[config.mk]
export PLATFORM = sky130hd
export DESIGN_NAME = delay_scheduler
export DESIGN_NICKNAME = d
export VERILOG_FILES = /design/src/rtl/delay_scheduler_pkg.sv /design/src/rtl/delay_scheduler_rr_arbiter.sv /design/src/rtl/delay_scheduler.sv
export SDC_FILE = /design/constraint.sdc
export NUM_CORES = 1
export LEC_CHECK = 0
export CAP_MARGIN = 20
export CELL_PAD_IN_SITES_DETAIL_PLACEMENT = 1
export CELL_PAD_IN_SITES_GLOBAL_PLACEMENT = 1
export CORE_ASPECT_RATIO = 0.6
export CORE_MARGIN = 2
export CORE_UTILIZATION = 34
export CTS_CLUSTER_DIAMETER = 100
export DETAILED_ROUTE_END_ITERATION = 7
export GPL_ROUTABILITY_DRIVEN = 0
export GPL_TIMING_DRIVEN = 0
export PLACE_DENSITY = 0.79
export SYNTH_ARGS = -nofsm -noshare
export SYNTH_HDL_FRONTEND = slang
export SYNTH_HIERARCHICAL = 1
export SYNTH_SLANG_ARGS = --single-unit
[constraint.sdc]
create_clock -name clk -period 3.6 [get_ports clk]
set_input_delay 0.72 -clock clk [delete_from_list [all_inputs] [get_ports clk]]
set_output_delay 0.72 -clock clk [all_outputs]
set_load 0.005 [all_outputs]
[src/rtl/delay_scheduler_pkg.sv]
// Shared definitions for the delay scheduler: FSM state encoding.
package delay_scheduler_pkg;

  typedef enum logic [1:0] {
    IDLE = 2'd0,
    RUN  = 2'd1,
    DONE = 2'd2
  } state_e;

endpackage

[src/rtl/delay_scheduler_rr_arbiter.sv]
// Combinational round-robin arbiter: first set request at or above ptr_i, with wrap-around.
module rr_arbiter #(
  parameter int N  = 4,
  parameter int PW = (N > 1) ? $clog2(N) : 1
) (
  input  logic [N-1:0]  req_i,
  input  logic [PW-1:0] ptr_i,
  output logic [N-1:0]  gnt_o
);

  always_comb begin
    logic          found;
    logic [PW-1:0] sel;
    gnt_o = '0;
    found = 1'b0;
    sel   = '0;
    for (int i = 0; i < N; i++) begin
      sel = PW'((int'(ptr_i) + i) % N);
      if (!found && req_i[sel]) begin
        gnt_o[sel] = 1'b1;
        found      = 1'b1;
      end
    end
  end

endmodule

[src/rtl/delay_scheduler.sv]
// Shares one down-counting delay timer among N_REQ requesters under round-robin arbitration.
module delay_scheduler
  import delay_scheduler_pkg::*;
#(
  parameter int N_REQ = 4,
  parameter int CW    = 4
) (
  input  logic                clk,
  input  logic                rst_n,
  input  logic [N_REQ-1:0]    req,
  input  logic [N_REQ*CW-1:0] len,
  output logic [N_REQ-1:0]    grant,
  output logic [N_REQ-1:0]    done,
  output logic                busy,
  output logic [CW-1:0]       count
);

  localparam int PW = (N_REQ > 1) ? $clog2(N_REQ) : 1;

  state_e             state_q, state_d;
  logic [N_REQ-1:0]   grant_q, grant_d;
  logic [CW-1:0]      count_q, count_d;
  logic [PW-1:0]      ptr_q, ptr_d;
  logic [N_REQ-1:0]   win;
  logic [CW-1:0]      win_len;
  logic [PW-1:0]      owner_idx;
  logic [PW-1:0]      ptr_next;

  rr_arbiter #(
    .N  (N_REQ),
    .PW (PW)
  ) u_rr_arbiter (
    .req_i (req),
    .ptr_i (ptr_q),
    .gnt_o (win)
  );

  always_ff @(posedge clk or negedge rst_n) begin
    if (!rst_n) begin
      state_q <= IDLE;
      grant_q <= '0;
      count_q <= '0;
      ptr_q   <= '0;
    end else begin
      state_q <= state_d;
      grant_q <= grant_d;
      count_q <= count_d;
      ptr_q   <= ptr_d;
    end
  end

  always_comb begin
    win_len   = '0;
    owner_idx = '0;
    for (int i = 0; i < N_REQ; i++) begin
      if (win[i])     win_len   = len[i*CW +: CW];
      if (grant_q[i]) owner_idx = PW'(i);
    end
    ptr_next = (owner_idx == PW'(N_REQ - 1)) ? '0 : owner_idx + 1'b1;
  end

  // Next-state and datapath
  always_comb begin
    state_d = state_q;
    grant_d = grant_q;
    count_d = count_q;
    ptr_d   = ptr_q;
    unique case (state_q)
      IDLE: begin
        if (|req) begin
          grant_d = win;
          count_d = win_len;
          state_d = (win_len != '0) ? RUN : DONE;
        end
      end
      RUN: begin
        if (!(|(req & grant_q))) begin
          // Owner aborted: release without a done pulse, still rotate priority.
          state_d = IDLE;
          grant_d = '0;
          count_d = '0;
          ptr_d   = ptr_next;
        end else if (count_q == CW'(1)) begin
          state_d = DONE;
          count_d = '0;
        end else begin
          count_d = count_q - 1'b1;
        end
      end
      DONE: begin
        state_d = IDLE;
        grant_d = '0;
        count_d = '0;
        ptr_d   = ptr_next;
      end
      default: begin
        state_d = IDLE;
        grant_d = '0;
        count_d = '0;
      end
    endcase
  end

  always_comb begin
    grant = grant_q;
    count = count_q;
    busy  = (state_q != IDLE);
    done  = (state_q == DONE) ? grant_q : '0;
  end

endmodule
---- Yosys cells after proc, flatten, opt, wreduce, memory -nomap -nowiden ----
Cells that the tools add are included.
operators by class
  bitwise logic cells ..................... 4
  multiplexer cells ....................... 46
  order comparisons ....................... 8
  $add $sub $neg .......................... 5
  equality and inequality tests ........... 7
  reductions and logical operators ........ 19
operator list
  cell                                                                                  count
  4-bit two-way mux                                                                     14
  2-bit two-way mux                                                                     8
  4-bit one-hot mux with 2 select lines                                                 2
  2-bit by 3-bit less-than comparator with 1-bit output (second input constant)         4
  1-bit two-way mux                                                                     12
  4-bit OR                                                                              3
  1-bit binary-select mux with 2-bit select                                             4
  1-bit demux with 2-bit select                                                         4
  2-bit by 1-bit greater-or-equal comparator with 1-bit output (second input constant)  4
  2-bit one-hot mux with 2 select lines                                                 2
  4-bit OR reduction                                                                    2
  1-bit logical AND                                                                     7
  2-bit AND reduction                                                                   3
  2-bit by 1-bit adder with 2-bit output (second input constant)                        2
  2-bit adder (second input constant)                                                   2
  4-bit bitwise AND                                                                     1
  2-bit equality test (second input constant)                                           2
  4-bit by 1-bit equality test with 1-bit output (second input constant)                1
  2-bit inequality test (second input constant)                                         2
  2-bit nonzero test                                                                    2
  4-bit nonzero test                                                                    1
  4-bit by 1-bit subtractor with 4-bit output (second input constant)                   1
  1-bit zero test                                                                       3
  3-bit inequality test (second input constant)                                         1
  2 further kinds                                                                       2
storage, ports and cells
  bits of input ports ..................... 22
  word-level logic and storage cells ...... 93
  bits in registers ....................... 12

---- Longest topological paths before layout ----
  word-level depth ........................ 20
  depth in mapped cells ................... 11

---- By module ----
The synthesis kept the hierarchy.
modules (own cells, without submodules)
  module           cells each  area each (sq um)  times used
  delay_scheduler  92          795.8              1
  rr_arbiter       36          337.8              1

---- Worst setup path after synthesis ----
Ideal clock, no wire load.
  kind .................................... input-to-reg
  start point ............................. input req[3]
  end point ............................... register state_q[1]
  slack ................................... 747 ps
  data arrival time ....................... 2732 ps
  cell stages on the path ................. 10
  setup time .............................. 121 ps
  path through ............................ mux4_2 > buf_6 > nor4b_4 > nand2_1 > o211ai_1 > nor2b_1 > a22oi_1 > a221oi_1 > nor4_1 > a22o_1
on the way
  word-level cells in the longest chain between the ends .. 20
ends and longest elaborated chain
  element                                    line                              RTL
  start: declaration                         delay_scheduler.sv:10             input logic [N_REQ-1:0] req,
  1-bit binary-select mux with 2-bit select  delay_scheduler_rr_arbiter.sv:19  if (!found && req_i[sel]) begin
  1-bit two-way mux (not written as such)    delay_scheduler_rr_arbiter.sv:19
  1-bit two-way mux                          delay_scheduler_rr_arbiter.sv:19
  1-bit zero test                            delay_scheduler_rr_arbiter.sv:19
  1-bit logical AND                          delay_scheduler_rr_arbiter.sv:19
  1-bit two-way mux                          delay_scheduler_rr_arbiter.sv:19
  1-bit zero test                            delay_scheduler_rr_arbiter.sv:19
  1-bit logical AND                          delay_scheduler_rr_arbiter.sv:19
  (+2 left out)                              -
  1-bit logical AND                          delay_scheduler_rr_arbiter.sv:19
  4-bit two-way mux (*)                      delay_scheduler_rr_arbiter.sv:19
  net win[0]                                 delay_scheduler.sv:24             logic [N_REQ-1:0] win;
  4-bit two-way mux (*) (4 in series)        delay_scheduler.sv:56             if (win[i]) win_len = len[i*CW +: CW];
  4-bit nonzero test (*)                     delay_scheduler.sv:73             state_d = (win_len != '0) ? RUN : DONE;
  2-bit two-way mux (*)                      delay_scheduler.sv:73
  2-bit two-way mux (*)                      delay_scheduler.sv:70             if (|req) begin
  2-bit one-hot mux with 2 select lines (*)  delay_scheduler.sv:68             unique case (state_q)
  end signal: assignment                     delay_scheduler.sv:45             state_q <= state_d;
  end: declaration                           delay_scheduler.sv:20             state_e state_q, state_d;
The timed path passes the listed nets; every way through them passes the cells marked *. The select of a mux whose other input is x is not followed.
A chain may end at the register's enable or synchronous reset.

---- Worst setup path after layout ----
  start point ............................. input req[0]
  end point ............................... register state_q[0]
Same word-level chain as after synthesis.

==> results.cfg <==
[detailed_routing]
finalWirelength_um = 3630
wire_per_inst_um = 16.8
drt_iter0_markers = 17
viasPerCell = 5.41
vias = 1168
final_antenna_net_count = 0
dr.pass1.iters = 4
drc = 0

[final_layout]
nets = 202
area_delta_synth_final_pct = 44.5
layout-drive-gt1-share_pct = 17.0
n_antenna_cell = 0

[sta]
setup_viol = 0
slew_violations = 0
hold_viol = 0
holdWs_ns = 0.587
clock_skew_ns = 0.00185
fin_crit_sh_pct = 95.5
fmax_mhz = 291
slew_headroom_pct = 64.0
finalCriticalPeriod_ns = 3.44
tightest_slew_ns = 0.538
fin_ws_ns = 0.162

[clocking]
clock_sink_count = 12
worstSkewPairLatency_ns = 0.25
cts_buffers = 3
cts.clk_slew.worst_paths_ns = 0.05
cts_hold_buf = 0
clockBufferDepth = 2
tritoncts = yes
cts_root_buf = clkbuf_8
htreeDepth = 1

[floorplanning]
dieWidth_um = 78.5
die_y_um = 48.7
dieArea_mm2 = 0.00383
start_util_pct = 35.2
ios = 35
core_area_mm2 = 0.00322
core.rowCount = 16

[grt]
grt_pass1_vias = 1191
grt_overflow = 0
antenna_found_initial = 0
grt_usage_pct = 19.6
grt_pass1_wl_um = 5890
grt_max_degree = 13

[synth]
synth.yosys.seq_area_share_pct = 26.5
ys_types = 35
synth_top_area_share_pct = 26.5
ys_ff_latch = 12
synth_area_leader_cell = dfrtp_1
synth_cells = 128
yosys_warnings = 6
ys_top_cells_by_area = dfrtp_1 26%, ha_1 8.8%, inv_1 6.0%
synth.avg_cell_area_um2 = 8.86
synth_nets = 158
netlist_area_mm2 = 0.00113

[critical_path]
crit_fanout = 10
worstPathArrival_ns = 3.58
r2r-start = ptr_q[0]$_DFFE_PN0P_
path_buf_inv = 2
path_class = in2reg
endpoint_kind = register
required_ns = 3.74
crit_family = compound AO/OA/AOI/OAI gates
worstSetupStartpoint = req[0]
critical_path.max_stage_delay_ns = 0.52
path_cells = clkdlybuf4s50_1 > mux4_2 > buf_6 > nor4b_4 > nand2_1 > o211ai_1 > nor2b_2 > a22oi_1 > a221oi_2 > nor4_2 > o31ai_1
slowest_stage = clkdlybuf4s50_1
startpoint_type = input port

[min_path]
hp-class = reg2reg
min_from = grant[3]$_DFFE_PN0P_

[placed_design]
pre_cts_ws_ns = -0.356
io_buffer_count = 34
post-dp-hpwl_um = 2870

[power_and_ir_drop]
p_leak_nw = 0.679
ir_drop_v = 0.000358
powerDensity_mw_per_mm2 = 880

[status]
status = completed

[flow_run]
drv_cap = 0
[routing by layer]
| metal | global-route usage (%) | wire (um) |
|---|---|---|
| met5 | 0 | 0 |
| met4 | 6.14 | 51 |
| met3 | 3.92 | 187 |
| met2 | 31.8 | 1650 |
| met1 | 26.5 | 1740 |
[worst register-to-register path, stage by stage, from the launching register on]
cell and delay, ns:
dfrtp_1 0.57, inv_1 0.15, ha_1 0.36, mux4_2 0.40, nor4b_4 0.36, nand2_1 0.10, o211ai_1 0.13, nor2b_2 0.25
a22oi_1 0.11, a221oi_2 0.37, nor4_2 0.12, o31ai_1 0.25
[cell families after synthesis]
logic type / synth area share, %
buf+inv: 7.95
flops: 26.5
fa+ha+maj: 8.83
compound gates: 26.2
simple gates: 21.0
mux: 9.60
[synth_stat cells, drive strengths merged]
library cell	count
a21o	4
a21oi	10
a221oi	1
a22o	4
a22oi	5
and2	4
buf	2
dfrtp	12
ha	8
inv	18
mux2	1
mux4	4
nand2	8
nand2b	1
nand3	5
nor2	8
nor2b	4
nor3	4
nor3b	2
nor4	1
nor4b	1
o211ai	5
o21ai	7
o22ai	3
o2bb2ai	1
o311ai	1
o31ai	2
or2	1
or4	1
[per-stage QoR]
stage / setup TNS (ns) / total power [W] / instance area [um2] / cells / utilization (%)
after floorplan: 0 / 0.000882 / 1130 / 128 / -
after global placement: -0.586 / 0.00114 / 1530 / 207 / 47.5
after detailed placement: -0.802 / 0.00119 / 1530 / 207 / 47.5
after CTS: 0 / 0.00138 / 1600 / 211 / 49.6
after global routing: -0.0180 / 0.00156 / 1640 / 216 / 50.8
final: 0 / 0.00144 / 1640 / 216 / 50.8
[worst paths after layout]
path / endpoint / slack (ns) / cells after the start
setup / recovery: state_q[0]$_DFFE_PN0P_ / 0.16 / 11
hold / removal: ptr_q[1]$_DFFE_PN0P_ / 0.59 / 1
setup reg to reg: state_q[0]$_DFFE_PN0P_ / 0.33 / 11
hold reg to reg: ptr_q[1]$_DFFE_PN0P_ / 0.59 / 1
max in group asynchronous: state_q[1]$_DFFE_PN0P_ / 2.42 / 1
min in group asynchronous: count[2]$_DFFE_PN0P_ / 0.82 / 1
[registers in the layout, summed over array words and instances (netlist names)]
name / cells
count: 4
grant: 4
ptr_q: 2
state_q: 2
[power by group]
group / internal, W / total, W / switching [W]
registers: 0.000194 / 0.000285 / 0.0000908
logic: 0.000491 / 0.00100 / 0.000512
clock network: 0.0000970 / 0.000153 / 0.0000559
[placed cells by master (no fill, tap or decap), types with 2 or more instances in the layout]
cell / synthesis / routed
nor2b_1: 3 / 2
mux4_2: 2 / 2
a22oi_1: 5 / 5
o31ai_1: 2 / 2
clkbuf_8: 0 / 4
nand3_1: 5 / 5
dfrtp_1: 12 / 12
a22o_2: 2 / 2
nor3_1: 3 / 3
nor2_1: 8 / 8
ha_1: 8 / 8
nor2b_2: 1 / 2
o21ai_0: 2 / 2
o211ai_1: 5 / 5
mux4_1: 2 / 2
nand2_1: 8 / 8
buf_4: 0 / 5
clkdlybuf4s50_1: 0 / 34
buf_6: 2 / 2
inv_1: 18 / 18
o22ai_1: 3 / 3
nor3b_1: 2 / 2
a22o_1: 2 / 2
o21ai_1: 4 / 4
a21oi_1: 10 / 10
a21o_2: 4 / 4
and2_1: 4 / 4
[timing repair]
item,CTS,global route
gates resized for setup,2,1
hold endpoints to repair,0,0
pin swaps,0,3
setup buffers,0,5
endpoints found under the setup margin,2,2
[area by class of cell]
| type | instances | area (um2) |
|---|---|---|
| repair buffers | 39 | 378 |
| fillers | 381 | 1590 |
| multi-input cells | 96 | 758 |
| plain buffers | 2 | 22.5 |
| clock buffers | 4 | 55.1 |
| well taps | 45 | 56.3 |
| inverters | 18 | 67.6 |
| flip-flops and latches | 12 | 300 |
Note: power is estimated with default switching activity, not from simulation.
